File: config.mk
export PLATFORM = sky130hd
export DESIGN_NAME = resource_rep_agu
export DESIGN_NICKNAME = d
export VERILOG_FILES = /design/src/rtl/resource_agu_pkg.sv /design/src/rtl/resource_agu_level_counter.sv /design/src/rtl/resource_rep_agu.sv
export SDC_FILE = /design/constraint.sdc
export NUM_CORES = 1
export LEC_CHECK = 0
export CAP_MARGIN = 0
export CORE_UTILIZATION = 35
export CTS_CLUSTER_SIZE = 10
export DETAILED_ROUTE_END_ITERATION = 12
export HOLD_SLACK_MARGIN = 0.1
export SYNTH_ARGS = -nofsm -noshare
export SYNTH_HDL_FRONTEND = slang
export SYNTH_HIERARCHICAL = 1
export SYNTH_SLANG_ARGS = --single-unit
File: constraint.sdc
create_clock -name clk -period 14.82 [get_ports clk]
set_clock_uncertainty 0.2 [all_clocks]
set_input_delay 3.705 -clock clk [delete_from_list [all_inputs] [get_ports clk]]
set_output_delay 3.705 -clock clk [all_outputs]
set_load 0.02 [all_outputs]
File: src/rtl/resource_agu_pkg.sv
// Shared types and instruction-field layout for the resource-port address generator.
package resource_agu_pkg;

    localparam int FIELD_W = 12;
    localparam int HALF_W  = 6;

    localparam logic [2:0] OPCODE_REP  = 3'd0;
    localparam logic [2:0] OPCODE_REPX = 3'd1;

    // instr_body layout: slot[27:24] port[23:22] level[21:18] iter[17:12] step[11:6] delay[5:0]
    localparam int SLOT_LSB  = 24;
    localparam int PORT_LSB  = 22;
    localparam int LEVEL_LSB = 18;
    localparam int ITER_LSB  = 12;
    localparam int STEP_LSB  = 6;
    localparam int DELAY_LSB = 0;

    typedef struct packed {
        logic [FIELD_W-1:0] iter;
        logic [FIELD_W-1:0] step;
        logic [FIELD_W-1:0] delay;
    } agu_level_cfg_t;

    // rep fills the low half of each field, repx the high half; the other half is kept.
    function automatic agu_level_cfg_t cfg_merge(
        input agu_level_cfg_t    cur,
        input logic              upper,
        input logic [HALF_W-1:0] it,
        input logic [HALF_W-1:0] st,
        input logic [HALF_W-1:0] dl
    );
        agu_level_cfg_t r;
        r = cur;
        if (upper) begin
            r.iter[FIELD_W-1:HALF_W]  = it;
            r.step[FIELD_W-1:HALF_W]  = st;
            r.delay[FIELD_W-1:HALF_W] = dl;
        end else begin
            r.iter[HALF_W-1:0]  = it;
            r.step[HALF_W-1:0]  = st;
            r.delay[HALF_W-1:0] = dl;
        end
        return r;
    endfunction

endpackage

File: src/rtl/resource_agu_level_counter.sv
// One loop level: index counter plus the idx*step offset it has contributed, used to rewind on wrap.
module resource_agu_level_counter
    import resource_agu_pkg::*;
#(
    parameter int ADDR_WIDTH = 16
) (
    input  logic                  clk,
    input  logic                  rst,
    input  logic                  advance_i,
    input  logic                  carry_i,
    input  agu_level_cfg_t        cfg_i,
    output logic                  carry_o,
    output logic                  inc_o,
    output logic                  wrap_o,
    output logic [ADDR_WIDTH-1:0] step_o,
    output logic [ADDR_WIDTH-1:0] offset_o
);

    logic [FIELD_W-1:0]    idx_q, idx_d;
    logic [ADDR_WIDTH-1:0] offset_q, offset_d;
    logic                  at_max;

    assign at_max   = (idx_q == cfg_i.iter);
    assign carry_o  = carry_i & at_max;
    assign inc_o    = advance_i & carry_i & ~at_max;
    assign wrap_o   = advance_i & carry_i & at_max;
    assign step_o   = ADDR_WIDTH'($signed(cfg_i.step));
    assign offset_o = offset_q;

    // NOTE: every variable driven in always_comb gets a default first so no latch is inferred.
    always_comb begin
        idx_d    = idx_q;
        offset_d = offset_q;
        if (inc_o) begin
            idx_d    = idx_q + 1'b1;
            offset_d = offset_q + step_o;
        end else if (wrap_o) begin
            idx_d    = '0;
            offset_d = '0;
        end
    end

    // NOTE: sequential state uses non-blocking assignments only, so every flop samples pre-edge values.
    always_ff @(posedge clk) begin
        if (rst) begin
            idx_q    <= '0;
            offset_q <= '0;
        end else begin
            idx_q    <= idx_d;
            offset_q <= offset_d;
        end
    end

endmodule

File: src/rtl/resource_rep_agu.sv
// Multi-level nested-loop address generator for one resource port, configured by rep/repx.
module resource_rep_agu
    import resource_agu_pkg::*;
#(
    parameter int NUM_LEVELS  = 4,
    parameter int ADDR_WIDTH  = 16,
    parameter int FIELD_WIDTH = FIELD_W,
    parameter int PORT_ID     = 0
) (
    input  logic                  clk,
    input  logic                  rst,
    input  logic                  instr_valid,
    input  logic [2:0]            instr_opcode,
    input  logic [27:0]           instr_body,
    input  logic                  activate,
    input  logic [ADDR_WIDTH-1:0] start_addr,
    output logic [ADDR_WIDTH-1:0] addr,
    output logic                  addr_valid,
    input  logic                  addr_ready,
    output logic                  busy,
    output logic                  done,
    output logic                  instr_err
);

    localparam logic [1:0] ST_IDLE = 2'd0;
    localparam logic [1:0] ST_RUN  = 2'd1;
    localparam logic [1:0] ST_WAIT = 2'd2;

    logic [1:0]             state_q, state_d;
    logic [ADDR_WIDTH-1:0]  addr_q, addr_d;
    logic [FIELD_WIDTH-1:0] delay_q, delay_d;
    logic                   done_q, done_d;
    logic                   err_q, err_d;
    agu_level_cfg_t         cfg_q [NUM_LEVELS];
    agu_level_cfg_t         cfg_d [NUM_LEVELS];

    logic [1:0]        instr_port;
    logic [3:0]        instr_level;
    logic [HALF_W-1:0] f_iter, f_step, f_delay;
    logic              unused_slot;
    logic              is_cfg, level_ok, cfg_wr;

    assign instr_port  = instr_body[PORT_LSB +: 2];
    assign instr_level = instr_body[LEVEL_LSB +: 4];
    assign f_iter      = instr_body[ITER_LSB +: HALF_W];
    assign f_step      = instr_body[STEP_LSB +: HALF_W];
    assign f_delay     = instr_body[DELAY_LSB +: HALF_W];
    assign unused_slot = ^instr_body[SLOT_LSB +: 4];

    assign is_cfg   = instr_valid && (instr_opcode == OPCODE_REP || instr_opcode == OPCODE_REPX)
                      && (instr_port == 2'(PORT_ID));
    assign level_ok = 32'(instr_level) < NUM_LEVELS;
    assign cfg_wr   = is_cfg && level_ok && (state_q == ST_IDLE);
    assign err_d    = is_cfg && !cfg_wr;

    logic                  advance, last;
    logic [NUM_LEVELS:0]   carry;
    logic [NUM_LEVELS-1:0] lvl_inc, lvl_wrap;
    logic [ADDR_WIDTH-1:0] lvl_step   [NUM_LEVELS];
    logic [ADDR_WIDTH-1:0] lvl_offset [NUM_LEVELS];

    assign advance  = (state_q == ST_RUN) && addr_ready;
    assign carry[0] = 1'b1;
    assign last     = carry[NUM_LEVELS];

    // Level 0 always sees a carry; the lowest level not at its limit increments, those below wrap.
    for (genvar g = 0; g < NUM_LEVELS; g++) begin : g_level
        resource_agu_level_counter #(.ADDR_WIDTH(ADDR_WIDTH)) u_cnt (
            .clk      (clk),
            .rst      (rst),
            .advance_i(advance),
            .carry_i  (carry[g]),
            .cfg_i    (cfg_q[g]),
            .carry_o  (carry[g+1]),
            .inc_o    (lvl_inc[g]),
            .wrap_o   (lvl_wrap[g]),
            .step_o   (lvl_step[g]),
            .offset_o (lvl_offset[g])
        );
    end

    logic [ADDR_WIDTH-1:0]  step_sum, rewind_sum, next_addr;
    logic [FIELD_WIDTH-1:0] next_delay;

    always_comb begin
        step_sum   = '0;
        rewind_sum = '0;
        next_delay = '0;
        for (int l = 0; l < NUM_LEVELS; l++) begin
            if (lvl_inc[l]) begin
                step_sum   = lvl_step[l];
                next_delay = FIELD_WIDTH'(cfg_q[l].delay);
            end
            if (lvl_wrap[l]) rewind_sum = rewind_sum + lvl_offset[l];
        end
        next_addr = addr_q + step_sum - rewind_sum;
    end

    always_comb begin
        for (int l = 0; l < NUM_LEVELS; l++) begin
            cfg_d[l] = cfg_q[l];
            if (cfg_wr && 32'(instr_level) == l)
                cfg_d[l] = cfg_merge(cfg_q[l], instr_opcode == OPCODE_REPX, f_iter, f_step, f_delay);
            if (advance && last) cfg_d[l] = '0;
        end
    end

    always_comb begin
        state_d = state_q;
        addr_d  = addr_q;
        delay_d = delay_q;
        done_d  = 1'b0;
        case (state_q)
            ST_IDLE: if (activate) begin
                state_d = ST_RUN;
                addr_d  = start_addr;
            end
            ST_RUN: if (advance) begin
                if (last) begin
                    state_d = ST_IDLE;
                    done_d  = 1'b1;
                end else begin
                    addr_d = next_addr;
                    if (next_delay != '0) begin
                        state_d = ST_WAIT;
                        delay_d = next_delay;
                    end
                end
            end
            ST_WAIT: begin
                if (delay_q == FIELD_WIDTH'(1)) state_d = ST_RUN;
                else                            delay_d = delay_q - 1'b1;
            end
            default: state_d = ST_IDLE;
        endcase
    end

    // NOTE: the config array is a handful of flops that must read as zero after reset, so it is reset like any other state.
    always_ff @(posedge clk) begin
        if (rst) begin
            state_q <= ST_IDLE;
            addr_q  <= '0;
            delay_q <= '0;
            done_q  <= 1'b0;
            err_q   <= 1'b0;
            cfg_q   <= '{default: '0};
        end else begin
            state_q <= state_d;
            addr_q  <= addr_d;
            delay_q <= delay_d;
            done_q  <= done_d;
            err_q   <= err_d;
            cfg_q   <= cfg_d;
        end
    end

    assign addr       = addr_q;
    assign addr_valid = (state_q == ST_RUN);
    assign busy       = (state_q != ST_IDLE);
    assign done       = done_q;
    assign instr_err  = err_q;

endmodule

==> results of run 1 <==
## stage by stage
stage | setup slack, ns | std cells | area, um2
3_5_place_dp | 1.86 | 3201 | 20700
2_1_floorplan | 3.36 | 2564 | 19900
4_1_cts | 2.42 | 3257 | 21900
3_3_place_gp | 1.88 | 3201 | 20700
5_1_grt | 1.75 | 3257 | 21900
6_report | 2.35 | 3257 | 21900
## registers in the layout, indices dropped and copies added, names as in the netlist
name,cells
addr,16
done,1
delay_q,12
g_level.u_cnt/idx_q,48
state_q,2
instr_err,1
cfg_q,144
g_level.u_cnt/offset_o,64
## worst paths after layout
| path | depth (start not counted) | slack [ns] | end | from |
|---|---|---|---|---|
| setup / recovery | 41 | 2.35 | addr[15]$_SDFFE_PP0P_ | addr_ready |
| hold / removal | 2 | 0.25 | delay_q[10]$_SDFFE_PP0P_ | delay_q[10]$_SDFFE_PP0P_ |
| setup reg to reg | 42 | 5.28 | addr[15]$_SDFFE_PP0P_ | state_q[1]$_SDFFE_PP0P_ |
| hold reg to reg | 2 | 0.25 | delay_q[10]$_SDFFE_PP0P_ | delay_q[10]$_SDFFE_PP0P_ |
## cell families after synthesis
kind of cell               synth area share (%)
adders and majority gates                  10.3
buffers and inverters                      6.76
other                                    0.0188
AOI/OAI and AO/OA                          20.9
DFF                                        29.0
and+or+nand+nor                            23.7
xor gates and xnor gates                   6.93
muxes                                      2.36
## area by class of cell
| type | instances | area (um2) |
|---|---|---|
| fill | 5728 | 34400 |
| sequential | 288 | 5770 |
| inverter | 66 | 248 |
| tap | 756 | 946 |
| clock inverter | 13 | 186 |
| multi-input combinational | 1996 | 12800 |
| clock buffer | 43 | 990 |
| timing repair buffer | 95 | 878 |
## worst reg2reg max path, delay by kind of cell, from the launching register on
family | cells | cell delay, ns
and+or+nand+nor | 15 | 2.56
AOI/OAI and AO/OA | 11 | 2.47
adders and majority gates | 6 | 2.12
xor gates and xnor gates | 6 | 0.90
DFF | 1 | 0.47
buffers and inverters | 3 | 0.42
muxes | 1 | 0.30
## cells in the final DEF (no fill, tap or decap), types with 25 or more instances in the layout
cell type,count
xor2_1,46
mux2i_1,27
nor3_1,60
nand3b_1,54
clkbuf_16,38
clkdlybuf4s50_1,66
inv_1,65
o21ai_0,114
nor2_1,186
xnor2_1,109
ha_1,129
a21o_1,25
nand2_1,442
buf_4,29
nand3_1,51
a21oi_1,299
nand4_1,33
dfxtp_1,288
## power by group
| part | leakage (nW) | internal (mW) | switching [mW] |
|---|---|---|---|
| combinational | 4.78 | 0.0943 | 0.141 |
| sequential | 2.32 | 0.782 | 0.00905 |
| clock | 0.578 | 0.530 | 0.364 |
## metal layers
layer	vias up	track usage, %	part of all wire [%]
met5	-	0	0
met4	0	6.14	2.5
met3	92	2.71	5.8
met2	488	32.9	46
met1	8509	27.7	46
li1	8774	-	-
==> flow_metrics.py, run 1 <==
metrics = {
    "finish": {
        "layout.nets": 2688,
        "drive_gt1_share_pct": 6.68,
        "area_delta_synth_final_pct": 9.82,
        "fin_util_pct": 38.8,
        "n_antenna_cell": 0,
    },
    "place": {
        "dpl.hpwl_um": 43200,
        "port_buffers": 67,
        "gp_congestion": 0.944,
    },
    "timing": {
        "worst_slew_pin_slew_ns": 1.22,
        "fmax_mhz": 80.2,
        "tns_ns": 0,
        "setup_violations": 0,
        "hold_viol": 0,
        "slew_headroom_pct": 18.4,
        "rsz0062_at_grt": "no",
        "worst_hold_slack_ns": 0.252,
        "fin_crit_sh_pct": 84.1,
        "min_period_ns": 12.47,
        "maxSlewViolCount": 0,
    },
    "clocking": {
        "clock_sinks": 288,
        "cts_root_buf": "clkbuf_16",
        "cts-resized-gates": 0,
        "cts_tree": "built",
        "post_cts_buffers": 0,
        "clock_latency_ns": 0.56,
        "clockBufferDepth": 3,
        "cts_max_level": 2,
        "path_clk_slew_ns": 0.05,
        "cts_hold_buf": 0,
        "cts_buffers": 38,
    },
    "global_route": {
        "grt.total_usage_pct": 20.3,
        "grt_max_degree": 115,
        "antenna_found_initial": 0,
        "grt_overflow_total": 0,
        "grt_pass1_wl_um": 92700,
        "grt_pass1_vias": 16500,
    },
    "synthesis": {
        "ys.flop_type": "dfxtp_1",
        "synthesis.area_mm2": 0.0199,
        "synth_common_cells": "nand2_1 (442), a21oi_1 (299), dfxtp_1 (288)",
        "synth_cells": 2562,
        "ys_async_sr_fraction_pct": 0,
        "ys_seq_area_share_pct": 29.0,
        "ys.warnings.count": 6,
        "ys_types": 85,
        "ys_top_cells_by_area": "dfxtp_1 (29%), nand2_1 (8.3%), ha_1 (8.1%)",
        "post-synth-top-count-cell": "nand2_1",
        "synth_area_leader_cell": "dfxtp_1",
        "ys_seq_elements": 288,
        "netlist.area_leader.share_pct": 29.0,
        "synth_edf_count": 0,
        "syn_area_per_cell_um2": 7.77,
    },
    "job": {
        "drv_cap": 0,
    },
    "setup_path": {
        "cp_top_family": "compound AO/OA/AOI/OAI gates",
        "cp_max_fo": 9,
        "arrival_ns": 12.74,
        "cp_num_buf_inv": 3,
        "start_kind": "input pin",
        "slowest_stage": "clkdlybuf4s50_1",
        "required_ns": 15.09,
        "path_class": "in -> reg",
        "critical_path.max_stage_delay_ns": 0.62,
        "critPathCaptureType": "flip-flop",
    },
    "floorplan": {
        "dieArea_mm2": 0.0578,
        "core.rowCount": 87,
        "die_width_um": 240,
        "core_area_mm2": 0.0563,
        "die_h_um": 240,
        "initial_core_util_pct": 35.4,
        "ios": 72,
    },
    "detailed_routing": {
        "viasPerCell": 5.48,
        "dr.pass1.iters": 6,
        "remaining_drc_errors": 0,
        "wirelength_um": 58900,
        "drt_iter0_drc": 1385,
        "ant_nets": 0,
        "vias": 17900,
        "post_drt_wl_per_cell_um": 18.1,
    },
    "power_and_ir_drop": {
        "p_leak_nw": 7.68,
        "ir_worst_vdd_v": 0.0000694,
        "cellPowerDensity_mw_per_mm2": 87.9,
        "power.total_mw": 1.92,
    },
    "run_status": {
        "status": "completed",
    },
    "worst_hold_path": {
        "hold_class": "reg -> reg",
    },
}
No activity file was read; power rests on OpenSTA's default activity.
==> run 2, diff against run 1 <==
Clock period 14.82 ns to 11.1 ns, I/O delays scaled along.
==> run 2 against run 1 <==
Against the previous run: register-to-register slack got worse by 3.0 ns; sequential power increased by 34%; critical path type unchanged; non-clock buffer count rose by 117; critical endpoint unchanged; global-route usage up 0.51 points; final cell count is 3.7% higher.
==> flow_metrics.py, run 2 (synthesis results as in run 1) <==
metrics = {
    "run_status": {
        "status": "completed",
    },
    "setup_path": {
        "slowest_stage": "clkdlybuf4s50_1",
        "r2r-start": "state_q[1]$_SDFFE_PP0P_",
        "cp_num_buf_inv": 4,
        "cp_top_family": "compound AO/OA/AOI/OAI gates",
        "reg2reg_depth": 44,
        "required_ns": 11.36,
        "r2r_end": "addr[15]$_SDFFE_PP0P_",
        "cp_max_fo": 3,
        "arrival_ns": 10.91,
        "critical_path.max_stage_delay_ns": 0.50,
        "critPathCaptureType": "flip-flop",
        "start_kind": "input pin",
        "cp.depth": 42,
        "rrSetupSlack_ns": 2.25,
        "path_class": "in -> reg",
    },
    "global_route": {
        "grt_max_degree": 79,
        "grt_pass1_wl_um": 95200,
        "grt_pass1_vias": 17500,
        "grt.total_usage_pct": 20.8,
        "antenna_found_initial": 0,
        "grt_overflow_total": 0,
    },
    "timing": {
        "fmax_mhz": 93.9,
        "min_period_ns": 10.65,
        "fin_crit_sh_pct": 95.9,
        "tns_ns": 0,
        "slew_headroom_pct": 13.5,
        "worst_slew_pin_slew_ns": 1.29,
        "maxSlewViolCount": 0,
        "setup_violations": 0,
        "worst_hold_slack_ns": 0.254,
        "hold_viol": 0,
    },
    "clocking": {
        "clock_latency_ns": 0.57,
        "cts_max_level": 2,
        "clock_sinks": 288,
        "cts_hold_buf": 0,
        "cts_buffers": 38,
        "cts_tree": "built",
        "path_clk_slew_ns": 0.05,
        "cts_root_buf": "clkbuf_16",
        "clockBufferDepth": 3,
    },
    "floorplan": {
        "dieArea_mm2": 0.0578,
        "die_h_um": 240,
        "initial_core_util_pct": 35.4,
        "die_width_um": 240,
        "core.rowCount": 87,
        "core_area_mm2": 0.0563,
        "ios": 72,
    },
    "worst_hold_path": {
        "hold_class": "reg -> reg",
        "min_path_cells": 2,
        "hp-start": "cfg_q[41]$_SDFFE_PP0P_",
        "min_to": "cfg_q[41]$_SDFFE_PP0P_",
    },
    "finish": {
        "drive_gt1_share_pct": 11.3,
        "area_delta_synth_final_pct": 14.5,
        "final_common_cell": "nand2_1",
        "multiInputGateArea_mm2": 0.0129,
        "n_antenna_cell": 0,
        "fillers": 5689,
        "final_cell_mix": "nand2_1 (442), a21oi_1 (297), dfxtp_1 (288)",
        "largest_register_ffs": 144,
        "instances_no_fill": 3378,
        "largest-register": "cfg_q",
        "fin_util_pct": 40.5,
        "layout.nets": 2805,
        "seqCellArea_mm2": 0.00577,
    },
    "detailed_routing": {
        "post_drt_wl_per_cell_um": 17.8,
        "wirelength_um": 60300,
        "remaining_drc_errors": 0,
        "vias": 18300,
        "viasPerCell": 5.42,
        "drt_iter0_drc": 1284,
        "ant_nets": 0,
        "dr.pass1.iters": 5,
    },
    "place": {
        "place_inst": 3315,
        "gp_congestion": 0.961,
        "dpl.hpwl_um": 44800,
        "port_buffers": 67,
    },
    "job": {
        "drv_cap": 0,
    },
    "power_and_ir_drop": {
        "ir_worst_vdd_v": 0.0000946,
        "cellPowerDensity_mw_per_mm2": 112,
        "power.total_mw": 2.55,
        "p_leak_nw": 8.26,
    },
}
==> run 2: changes by cell type in the layout (fill, tap and decap cells not counted), sizes merged <==
| cell | before | now |
|---|---|---|
| buf | 29 | 146 |
| clkinvlp | 1 | 2 |
| clkinv | 7 | 5 |
| clkbuf | 43 | 52 |
| bufinv | 3 | 0 |
| inv | 68 | 67 |
==> run 2: final cells by class <==
class	instances	area share [%]
Clock buffer	52	4.58
Clock inverter	8	0.373
Inverter	66	1.09
Multi-Input combinational cell	1996	56.8
Sequential cell	288	25.3
Tap cell	756	4.15
Timing Repair Buffer	212	7.71
==> run 2: through the flow <==
| step | area [um2] | setup WS [ns] |
|---|---|---|
| global placement | 21500 | -0.507 |
| detailed placement | 21500 | -0.643 |
| global route | 22800 | -0.0381 |
| CTS | 22700 | 0.0277 |
| finish | 22800 | 0.450 |
| floorplan | 19900 | 0.567 |
==> run 2: timing repair <==
item | in CTS | in global routing
gates resized for setup | 2 | 22
pin swaps | 0 | 6
setup endpoints to repair | 1 | 2
setup buffers | 0 | 3
==> run 2: power by group <==
part	switching (mW)	internal (mW)	leakage [nW]	total [mW]
logic	0.195	0.153	5.39	0.348
registers	0.0118	1.04	2.32	1.06
clock network	0.485	0.657	0.544	1.14
==> run 2: worst max path at each step <==
stage,end,start,slack (ns)
finish,addr[15]$_SDFFE_PP0P_,addr_ready,0.45
global route,addr[15]$_SDFFE_PP0P_,addr_ready,-0.04
CTS,addr[15]$_SDFFE_PP0P_,addr_ready,0.03
detailed placement,addr[15]$_SDFFE_PP0P_,addr_ready,-0.64
global placement,addr[15]$_SDFFE_PP0P_,addr_ready,-0.51
floorplan,addr[15]$_SDFFE_PP0P_,addr_ready,0.57
==> run 2: routing by layer <==
layer	GRT usage [%]	vias up	part of all wire (%)
li1	-	9033	-
met1	27.4	8689	45
met2	35.0	507	47
met3	2.64	80	5.4
met4	6.49	0	2.4
met5	0	-	0
==> run 2: worst min-delay path, cell delays in order (launching register included) <==
cell	delay, ns
dfxtp_1	0.30
nand2_1	0.05
a21oi_1	0.05
==> run 3, diff against run 2 <==
Settings changed: CTS_BUF_LIST set to sky130_fd_sc_hd__clkbuf_4.
==> run 3 against run 2 <==
Against the previous run: first-iteration DRC count grew 1.6%; clock-buffer cell count up 75; core utilization down 0.14 points; largest power group unchanged.
==> flow_metrics.py, run 3 (synthesis results as in run 1) <==
metrics = {
    "job": {
        "drv_cap": 0,
    },
    "finish": {
        "drive_gt1_share_pct": 13.7,
        "largest_register_ffs": 144,
        "fin_util_pct": 40.3,
        "area_delta_synth_final_pct": 14.1,
        "largest-register": "cfg_q",
        "fillers": 5773,
        "layout.nets": 2850,
        "final_cell_mix": "nand2_1 (442), a21oi_1 (298), dfxtp_1 (288)",
        "final_common_cell": "nand2_1",
    },
    "run_status": {
        "status": "completed",
    },
    "timing": {
        "worst_slew_pin_slew_ns": 1.30,
        "hold_viol": 0,
        "maxSlewViolCount": 0,
        "setup_violations": 0,
        "fmax_mhz": 93.6,
        "min_period_ns": 10.69,
        "fin_ws_ns": 0.414,
        "fin_crit_sh_pct": 96.3,
        "slew_headroom_pct": 13.3,
    },
    "clocking": {
        "cts_max_level": 3,
        "clock_sinks": 288,
        "cts_root_buf": "clkbuf_4",
        "clockBufferDepth": 3,
        "cts_buffers": 85,
        "path_clk_slew_ns": 0.07,
        "clock_latency_ns": 0.83,
        "cts_tree": "built",
    },
    "detailed_routing": {
        "post_drt_wl_per_cell_um": 17.5,
        "remaining_drc_errors": 0,
        "vias": 18600,
        "wirelength_um": 60700,
        "dr.pass1.iters": 8,
        "drt_iter0_drc": 1305,
        "ant_nets": 0,
        "viasPerCell": 5.36,
    },
    "global_route": {
        "grt_max_degree": 79,
        "antenna_found_initial": 3,
        "use_met3_pct": 3.71,
        "grtUsageMet1_pct": 27.3,
        "grt_pass1_wl_um": 95900,
        "busiest_layer": "met2",
        "grt.total_usage_pct": 21.0,
        "grt_overflow_total": 0,
        "grt_pass1_vias": 18000,
        "grt_use_met2_pct": 34.8,
    },
    "setup_path": {
        "critical_path.max_stage_delay_ns": 0.49,
        "path_class": "in -> reg",
        "cp_max_fo": 3,
        "r2r_end": "addr[15]$_SDFFE_PP0P_",
        "start_kind": "input pin",
        "r2r-start": "state_q[1]$_SDFFE_PP0P_",
        "arrival_ns": 11.25,
        "rrSetupSlack_ns": 1.99,
        "required_ns": 11.66,
        "slowest_stage": "clkdlybuf4s50_1",
        "crit_start": "addr_ready",
        "reg2reg_depth": 44,
        "critPathCaptureType": "flip-flop",
    },
    "floorplan": {
        "die_h_um": 240,
        "initial_core_util_pct": 35.4,
        "ios": 72,
        "dieArea_mm2": 0.0578,
        "core.rowCount": 87,
        "core_area_mm2": 0.0563,
        "die_width_um": 240,
    },
    "power_and_ir_drop": {
        "power.total_mw": 2.47,
        "p_leak_nw": 8.34,
        "cellPowerDensity_mw_per_mm2": 109,
        "ir_worst_vdd_v": 0.0000610,
    },
    "worst_hold_path": {
        "hp-start": "cfg_q[41]$_SDFFE_PP0P_",
        "hold_class": "reg -> reg",
        "min_path_cells": 2,
        "min_to": "cfg_q[41]$_SDFFE_PP0P_",
    },
    "place": {
        "gp_congestion": 0.961,
        "dpl.hpwl_um": 44800,
        "port_buffers": 67,
        "place_ws_ns": -0.643,
    },
}
## run 3: changes by cell type in the layout (fill, tap and decap cells not counted), sizes merged
cell / before / now
clkbuf: 52 / 127
clkinv: 5 / 18
diode: 0 / 3
buf: 146 / 144
bufinv: 0 / 2
clkinvlp: 2 / 0
## run 3: cell type report
class / count / area [um2] / area share (%)
inverter: 66 / 248 / 1.09
sequential: 288 / 5770 / 25.4
clock inverter: 21 / 145 / 0.639
timing repair buffer: 210 / 1740 / 7.67
tap: 756 / 946 / 4.17
multi-input combinational: 1996 / 12900 / 56.8
clock buffer: 127 / 953 / 4.20
antenna: 3 / 7.51 / 0.0331
## run 3: per-stage QoR
step	hold WS [ns]	setup TNS [ns]	instances	cell area, um2
detailed placement	0.247	-0.859	3315	21500
global placement	0.237	-0.593	3315	21500
finish	0.255	0	3467	22700
CTS	0.256	0	3463	22600
floorplan	0.227	0	2564	19900
global route	0.268	-0.0382	3467	22700
## run 3: what timing repair did
item	4_1_cts	5_1_grt
endpoints found under the setup margin	0	1
hold buffers	0	0
resized for setup	0	15
buffers inserted	0	1
## run 3: critical path: cells and delay by family
family | cells | cell delay [ns]
AND/OR/NAND/NOR | 9 | 1.75
buffers and inverters | 5 | 1.02
multiplexers | 1 | 0.30
XOR/XNOR | 5 | 0.79
adder cells (fa/ha/maj) | 6 | 1.83
AO/OA/AOI/OAI | 16 | 2.75
## run 3: power by group
group	internal (mW)	switching, mW	total, mW
registers	1.04	0.0119	1.05
logic	0.152	0.196	0.348
clock network	0.566	0.496	1.06
total	1.76	0.704	2.47
## run 3: per-layer routing
layer | up-vias | part of all wire (%)
met5 | - | 0
met1 | 8700 | 44
met2 | 581 | 46
met4 | 0 | 3.0
met3 | 123 | 6.5
li1 | 9186 | -
## run 3: worst max path at each step
stage / slack (ns) / cells past startpoint / end
6_report: 0.41 / 42 / addr[15]$_SDFFE_PP0P_
5_1_grt: -0.04 / 42 / addr[15]$_SDFFE_PP0P_
4_1_cts: 0.23 / 42 / addr[15]$_SDFFE_PP0P_
3_5_place_dp: -0.64 / 42 / addr[15]$_SDFFE_PP0P_
3_3_place_gp: -0.51 / 42 / addr[15]$_SDFFE_PP0P_
2_1_floorplan: 0.57 / 39 / addr[15]$_SDFFE_PP0P_
